$ cat config.mk
export PLATFORM = sky130hd
export DESIGN_NAME = spi_burst_arbiter
export DESIGN_NICKNAME = d
export VERILOG_FILES = /design/src/rtl/spi_burst_arbiter.sv
export SDC_FILE = /design/constraint.sdc
export NUM_CORES = 1
export LEC_CHECK = 0
export CAP_MARGIN = 20
export CORE_MARGIN = 2
export CORE_UTILIZATION = 24
export CTS_BUF_LIST = sky130_fd_sc_hd__clkbuf_2
export DETAILED_ROUTE_END_ITERATION = 8
export GPL_ROUTABILITY_DRIVEN = 0
export RECOVER_POWER = 25
export SLEW_MARGIN = 30
export SYNTH_ARGS = -nofsm -noshare
export SYNTH_HDL_FRONTEND = slang
export SYNTH_SLANG_ARGS = --single-unit
$ cat constraint.sdc
create_clock -name clk -period 2.7 [get_ports clk]
set_input_delay 0.54 -clock clk [delete_from_list [all_inputs] [get_ports clk]]
set_output_delay 0.54 -clock clk [all_outputs]
set_load 0.02 [all_outputs]
$ cat src/rtl/spi_burst_arbiter.sv
// Round-robin arbiter sharing one spi_master byte engine between NREQ burst requesters.
// Sequences start/done per byte, returns received bytes, and aborts hung bytes via a watchdog.
module spi_burst_arbiter #(
    parameter int NREQ    = 2,
    parameter int LEN_W   = 4,
    parameter int GAP_CYC = 2,
    parameter int TMO_CYC = 1024
) (
    input  logic                    clk,
    input  logic                    rst,
    input  logic [NREQ-1:0]         req,
    input  logic [NREQ*LEN_W-1:0]   len,
    input  logic [NREQ*8-1:0]       tx_data,
    output logic [NREQ-1:0]         gnt,
    output logic [NREQ-1:0]         tx_ready,
    output logic [7:0]              rx_data,
    output logic [NREQ-1:0]         rx_valid,
    output logic [NREQ-1:0]         burst_done,
    output logic [NREQ-1:0]         err,
    output logic                    m_start,
    output logic [7:0]              m_wr_data,
    input  logic [7:0]              m_rd_data,
    input  logic                    m_done
);
    localparam int IDX_W = (NREQ > 1) ? $clog2(NREQ) : 1;
    localparam int TMR_W = (TMO_CYC > 1) ? $clog2(TMO_CYC) : 1;
    localparam int GAP_W = $clog2(GAP_CYC + 1);
    localparam logic [NREQ-1:0] ONE = NREQ'(1);

    typedef enum logic [2:0] {S_IDLE, S_LAUNCH, S_WAIT, S_GAP, S_FIN} state_t;

    state_t             state, state_nx;
    logic [IDX_W-1:0]   ptr, gidx, pick_idx;
    logic               pick_found;
    logic [LEN_W-1:0]   rem;
    logic [TMR_W-1:0]   timer;
    logic [GAP_W-1:0]   gcnt;
    logic               tmo_hit, gap_last;
    logic               launch, got_done, abort, finish;
    logic [NREQ-1:0]    tx_ready_nx, rx_valid_nx, done_nx, err_nx;

    // First pending requester at or after ptr, wrapping around.
    always_comb begin
        pick_found = 1'b0;
        pick_idx   = '0;
        for (int k = 0; k < NREQ; k++) begin
            if (!pick_found && req[(int'(ptr) + k) % NREQ]) begin
                pick_found = 1'b1;
                pick_idx   = IDX_W'((int'(ptr) + k) % NREQ);
            end
        end
    end

    assign tmo_hit = (timer == TMR_W'(TMO_CYC - 1));
    // m_start is registered out of LAUNCH, so the LAUNCH cycle is itself one of the
    // GAP_CYC idle cycles seen on the interface; GAP only covers the remainder.
    assign gap_last = (int'(gcnt) >= GAP_CYC - 2);

    always_ff @(posedge clk or negedge rst) begin
        if (!rst) state <= S_IDLE;
        else      state <= state_nx;
    end

    always_comb begin
        state_nx = state;
        case (state)
            S_IDLE:   if (pick_found) state_nx = S_LAUNCH;
            S_LAUNCH: state_nx = S_WAIT;
            S_WAIT: begin
                if (m_done) begin
                    if (rem == '0)        state_nx = S_FIN;
                    else if (GAP_CYC < 2) state_nx = S_LAUNCH;
                    else                  state_nx = S_GAP;
                end else if (tmo_hit) begin
                    state_nx = S_IDLE;
                end
            end
            S_GAP:    if (gap_last) state_nx = S_LAUNCH;
            S_FIN:    state_nx = S_IDLE;
            default:  state_nx = S_IDLE;
        endcase
    end

    always_comb begin
        launch      = (state == S_LAUNCH);
        got_done    = (state == S_WAIT) && m_done;
        abort       = (state == S_WAIT) && !m_done && tmo_hit;
        finish      = (state == S_FIN);
        tx_ready_nx = launch   ? gnt : '0;
        rx_valid_nx = got_done ? gnt : '0;
        done_nx     = finish   ? gnt : '0;
        err_nx      = abort    ? gnt : '0;
    end

    always_ff @(posedge clk or negedge rst) begin
        if (!rst) begin
            gnt        <= '0;
            gidx       <= '0;
            ptr        <= '0;
            rem        <= '0;
            timer      <= '0;
            gcnt       <= '0;
            m_start    <= 1'b0;
            m_wr_data  <= '0;
            rx_data    <= '0;
            tx_ready   <= '0;
            rx_valid   <= '0;
            burst_done <= '0;
            err        <= '0;
        end else begin
            m_start    <= launch;
            tx_ready   <= tx_ready_nx;
            rx_valid   <= rx_valid_nx;
            burst_done <= done_nx;
            err        <= err_nx;

            if (state == S_IDLE && pick_found) begin
                gnt  <= ONE << pick_idx;
                gidx <= pick_idx;
                rem  <= len[pick_idx*LEN_W +: LEN_W];
            end
            if (launch) begin
                m_wr_data <= tx_data[gidx*8 +: 8];
                timer     <= '0;
            end
            if (state == S_WAIT) begin
                timer <= timer + 1'b1;
                gcnt  <= '0;
            end
            if (state == S_GAP) gcnt <= gcnt + 1'b1;
            if (got_done) begin
                rx_data <= m_rd_data;
                if (rem != '0) rem <= rem - 1'b1;
            end
            if (finish || abort) begin
                gnt <= '0;
                ptr <= (gidx == IDX_W'(NREQ - 1)) ? '0 : gidx + 1'b1;
            end
        end
    end
endmodule

==> results_dict.tcl, run 1 <==
set metrics [dict create \
    status "finished, final reports clean" \
    fp.dieW_um 97.9 \
    cp.required_ns 2.16 \
    synthXorXnorAreaFrac_pct 0.828 \
    port_buffers 63 \
    power_density_nw_per_um2 936 \
    nets 298 \
    gr-total-overflow 0 \
    die_area_um2 9580 \
    cts_tree "yes" \
    cp.depth 1 \
    ys_top_cells_by_count "dfrtp_1, nor2_1, o21ai_0" \
    die_y_um 97.9 \
    startpoint_type "flop" \
    yosysTopAreaCell "dfrtp_1" \
    drv_slew 0 \
    first_pass_iters 4 \
    hold_path.class "flop to flop" \
    post_cts_resized 0 \
    min_period_ns 2.11 \
    htree_num_levels 2 \
    cpPeakStageDelay_ns 0.64 \
    netlist_area_um2 2110 \
    synth.area.top_cells "dfrtp_1, mux2i_1, mux2_2, o21ai_0, a21oi_1" \
    antenna_cells 0 \
    first_global_vias 1746 \
    max_slew.worst_pin.slew_ns 0.879 \
    insertion_delay_ns 0.42 \
    hpwl_mm 3.52 \
    use_met1_pct 13.3 \
    rr_endpoint "state[1]$_DFFE_PN0P_" \
    crit_path_max_fanout 6 \
    synth-simple-area-share_pct 15.4 \
    boundaryPins 64 \
    cts.sinks 46 \
    grt.busiest_layer "met2" \
    cts_root_buf "clkbuf_2" \
    async_flop_share_pct 100 \
    synth_cell_types 46 \
    worst-r2r-cell-count 6 \
    synth.area.mux_share_pct 9.47 \
    grt_use_total_pct 10.3 \
    syn2layout_area_growth_pct 37.9 \
    synth_warnings 0 \
    reg2reg_setup_slack_ns 0.90 \
    crit_slowest_cell "clkdlybuf4s50_1" \
    crit_chain "clkdlybuf4s50_1" \
    drc 0 \
    antenna_found_initial 0 \
    crit_start "gnt[0]$_DFFE_PN0P_" \
    avgRoutedWirePerCell_um 12.7 \
    vias 1682 \
    num-fill-cells 898 \
    drive_above_1_share_pct 10.0 \
    clk_pin_slew_worst_paths_ns 0.28 \
    numCtsBuffers 5 \
    leakage_uw 0.00127 \
    reg2reg_from "rem[0]$_DFF_PN0_" \
    crit_end "gnt[0]" \
    syn_nets 231 \
    critPathBufInv 1 \
    met3_usage_pct 2.93 \
    critPathCaptureType "output pin" \
    tns_ns 0 \
    syn_inst 192 \
    hold_slack_ns 0.506 \
    synth.top_cell.area_share_pct 54.4 \
    fp-row-count 34 \
    final_antenna_net_count 0 \
    max-vdd-ir-drop_uv 407 \
    critPathKind "flop to output pin" \
    ys_seq_area_share_pct 54.4 \
    synth_top_family_by_area "simple AND/OR/NAND/NOR gates" \
    synth_compound_area_share_pct 14.5 \
    grt_pass1_wl_mm 8.17 \
    core_um2 8640 \
    finalHoldViolations 0 \
    finalSetupViolCount 0 \
    drt-total-wl_mm 4.68 \
    synthFlopType "dfrtp_1" \
    maxCapViolations 0 \
    grt_max_degree 22 \
    synth.most_common_cell "dfrtp_1" \
    min_period_over_period_pct 78.1 \
    slew_headroom_pct 41.4 \
    synth-seq-cells 46 \
    path_delay_family "buffers and inverters" \
    max_freq_mhz 474 \
    start_util_pct 24.5 \
    yosys.area_share.adder_pct 1.18 \
    drt_iter0_markers 62 \
    grt_use_met2_pct 16.8 \
    finalInstanceArea_um2 2920 \
    synth-edff-count 0 \
    dpl_cell_area_um2 2860 \
    critPathArrivalTime_ns 1.57 \
    avgSynthCellArea_um2 11.0 \
    cts.path.max_buffers 2 \
    skew_ns 0.0323 \
    via_per_inst 4.57 \
    rsz0062_at_grt "false" \
]
## cells in the final DEF (no fill, tap or decap), types with 2 or more instances in the layout
cell and n:
clkdlybuf4s50_1 62, dfrtp_1 46, o21ai_0 14, nor2_1 14, nand2_1 13, a21oi_1 12, mux2i_1 11, inv_1 8
mux2_2 8, and3_1 7, clkbuf_2 5, nand3_1 4, and2_1 4, buf_4 4, a21boi_0 3, nand4_1 3
nand2b_1 2, nand3b_1 2, nor3b_2 2, o22ai_1 2, a311oi_1 2, o31ai_1 2, xor2_1 2, a31oi_1 2
ha_1 2, clkbuf_1 2
## routing by layer
| metal | part of all wire (%) | wire length [µm] |
|---|---|---|
| met5 | 0 | 0 |
| met1 | 47 | 2180 |
| met2 | 47 | 2220 |
| met4 | 0.62 | 29 |
| met3 | 5.2 | 243 |
## how the worst min path moves through the flow
| stage | from | end | slack [ns] | cells past startpoint |
|---|---|---|---|---|
| floorplan | rst | burst_done[0]$_DFF_PN0_ | 0.24 | 0 |
| global placement | timer[9]$_DFFE_PN0P_ | timer[9]$_DFFE_PN0P_ | 0.47 | 1 |
| detailed placement | rst | rx_data[1]$_DFFE_PN0P_ | 0.48 | 1 |
| CTS | rst | rem[0]$_DFF_PN0_ | 0.49 | 2 |
| global route | timer[9]$_DFFE_PN0P_ | timer[9]$_DFFE_PN0P_ | 0.53 | 1 |
| finish | timer[9]$_DFFE_PN0P_ | timer[9]$_DFFE_PN0P_ | 0.51 | 1 |
## per-stage QoR
| step | util, % | cells | setup slack, ns | total power, µW |
|---|---|---|---|---|
| finish | 33.8 | 368 | 0.592 | 2730 |
| global route | 33.8 | 368 | 0.463 | 2960 |
| CTS | 33.8 | 368 | 0.550 | 2780 |
| detailed placement | 33.1 | 359 | 0.589 | 2450 |
| global placement | 33.1 | 359 | 0.653 | 2430 |
| floorplan | - | 192 | 1.10 | 1920 |
## final cells by class
type                    instances  area (µm²)  area share [%]
clock buffers                   5        25.0           0.858
multi-input cells             129         881            30.2
flip-flops and latches         46        1150            39.5
well taps                     108         135            4.64
inverters                       8        30.0            1.03
repair buffers                 69         668            22.9
clock inverters                 3        25.0           0.858
## logic make-up (layout without fill, tap and decap cells)
family | Yosys count | after routing
adder cells (fa/ha/maj) | 2 | 2
AND/OR/NAND/NOR | 60 | 60
XOR/XNOR | 2 | 2
flip-flops | 46 | 46
multiplexers | 19 | 19
AO/OA/AOI/OAI | 46 | 46
buffers and inverters | 17 | 85
## state kept, by name, summed over array words and instances (netlist names)
| signal | cells |
|---|---|
| timer | 10 |
| m_wr_data | 8 |
| rx_data | 8 |
| rem | 4 |
| state | 3 |
| burst_done | 2 |
| err | 2 |
| gnt | 2 |
| rx_valid | 2 |
| tx_ready | 2 |
| gidx | 1 |
| m_start | 1 |
| ptr | 1 |
## power breakdown
group | internal (µW) | switching, µW | leakage, µW
combinational | 639 | 655 | 0.000666
sequential | 920 | 204 | 0.000572
clock | 69.2 | 240 | 0.0000296
total | 1630 | 1100 | 0.00127
## timing repair
| item | in CTS | in global routing |
|---|---|---|
| buffers inserted | 0 | 0 |
| hold endpoints to repair | 14 | 0 |
| hold buffers | 1 | 0 |
(Power assumes the default switching activity.)
==> run 2: changes to the inputs <==
clock period = 1.99 ns   (was 2.7 ns; I/O delays follow)
==> results_dict.tcl, run 2 (synthesized netlist as in run 1, its figures left out) <==
set metrics [dict create \
    via_per_inst 4.67 \
    hold_path.class "flop to flop" \
    drt_iter0_markers 95 \
    avgRoutedWirePerCell_um 13.1 \
    numCtsBuffers 5 \
    status "finished, final reports clean" \
    slew_headroom_pct 41.6 \
    htree_num_levels 2 \
    first_pass_iters 4 \
    max_slew.worst_pin.slew_ns 0.876 \
    boundaryPins 64 \
    pre_cts_ws_ns 0.164 \
    min_period_ns 1.86 \
    drc 0 \
    min_period_over_period_pct 93.2 \
    final_cell_mix "clkdlybuf4s50_1, dfrtp_1, o21ai_0, nor2_1, nand2_1" \
    tns_ns 0 \
    finalSetupViolCount 0 \
    reg2reg_setup_slack_ns 0.22 \
    gr-total-overflow 0 \
    rsz0062_at_grt "false" \
    power_density_nw_per_um2 1270 \
    layout_commonest_cell "clkdlybuf4s50_1" \
    cts_tree "yes" \
    num-fill-cells 896 \
    antenna_found_initial 0 \
    largest_register_ffs 10 \
    port_buffers 63 \
    drt-total-wl_mm 4.88 \
    syn2layout_area_growth_pct 39.0 \
    cts_root_buf "clkbuf_2" \
    maxCapViolations 0 \
    regArea_um2 1150 \
    die_area_um2 9580 \
    leakage_uw 0.00129 \
    critPathCaptureType "output pin" \
    cpPeakStageDelay_ns 0.62 \
    drive_above_1_share_pct 11.4 \
    cts.sinks 46 \
    min-delay-start "timer[9]$_DFFE_PN0P_" \
    vias 1732 \
    hpwl_mm 3.64 \
    first_global_vias 1725 \
    core_um2 8640 \
    final_antenna_net_count 0 \
    antenna_cells 0 \
    max-vdd-ir-drop_uv 480 \
    clk_pin_slew_worst_paths_ns 0.26 \
    cts.path.max_buffers 2 \
    crit_slowest_cell "clkdlybuf4s50_1" \
    cp.required_ns 1.59 \
    grt_use_total_pct 10.3 \
    nets 301 \
    startpoint_type "flop" \
    drv_slew 0 \
    grt_max_degree 22 \
    multi_input_area_um2 881 \
    crit_path_max_fanout 2 \
    path_delay_family "buffers and inverters" \
    regMostFlops "timer" \
    reg_top3 "timer: 10 flops, m_wr_data: 8 flops, rx_data: 8 flops" \
    crit_chain "clkdlybuf4s50_1" \
    skew_ns 0.0276 \
    crit_start "m_wr_data[2]$_DFFE_PN0N_" \
    fp-row-count 34 \
    start_util_pct 24.5 \
    finalHoldViolations 0 \
    fp.dieW_um 97.9 \
    insertion_delay_ns 0.43 \
    critPathArrivalTime_ns 1.46 \
    reg2reg_from "rem[0]$_DFF_PN0_" \
    fin_ws_ns 0.135 \
    critPathBufInv 1 \
    max_freq_mhz 539 \
    critPathKind "flop to output pin" \
    die_y_um 97.9 \
    grt_pass1_wl_mm 8.07 \
]
run 2: layout make-up:
type | count | area share (%)
clock buffer | 5 | 0.851
clock inverter | 3 | 0.809
inverter | 8 | 1.02
multi-input combinational | 129 | 30.0
sequential | 46 | 39.2
tap | 108 | 4.60
timing repair buffer | 72 | 23.6
run 2: report_power, final:
group | internal (µW) | switching, µW | total [µW]
combinational | 873 | 916 | 1790
sequential | 1250 | 274 | 1520
clock | 90.0 | 327 | 417
total | 2210 | 1520 | 3730
run 2: metrics by stage:
stage	util [%]	power, µW	hold slack, ns	std cells	area (µm²)
floorplan	-	2600	0.102	192	2110
finish	34.0	3730	0.503	371	2940
detailed placement	33.4	3350	0.346	361	2890
CTS	34.2	3800	0.348	371	2950
global route	34.0	4030	0.510	371	2940
global placement	33.4	3310	0.343	361	2890
run 2: worst paths after layout:
kind,endpoint,cells after the start
min in group asynchronous,rx_data[1]$_DFFE_PN0P_,2
min,timer[9]$_DFFE_PN0P_,1
max in group asynchronous,rem[1]$_DFF_PN0_,3
max reg2reg,state[1]$_DFFE_PN0P_,6
max,m_wr_data[2],1
min reg2reg,timer[9]$_DFFE_PN0P_,1
run 2: what timing repair did:
action	4_1_cts	5_1_grt
buffers inserted	1	0
hold buffers	1	0
pin swaps	0	0
resized for setup	1	1
setup endpoints to repair	2	1
endpoints found under the hold margin	13	0
run 2: per-layer routing:
layer	track usage, %	share of wire, %
met2	16.9	48
met4	2.67	0.55
met3	3.29	6.5
met5	0	0
met1	13.1	45
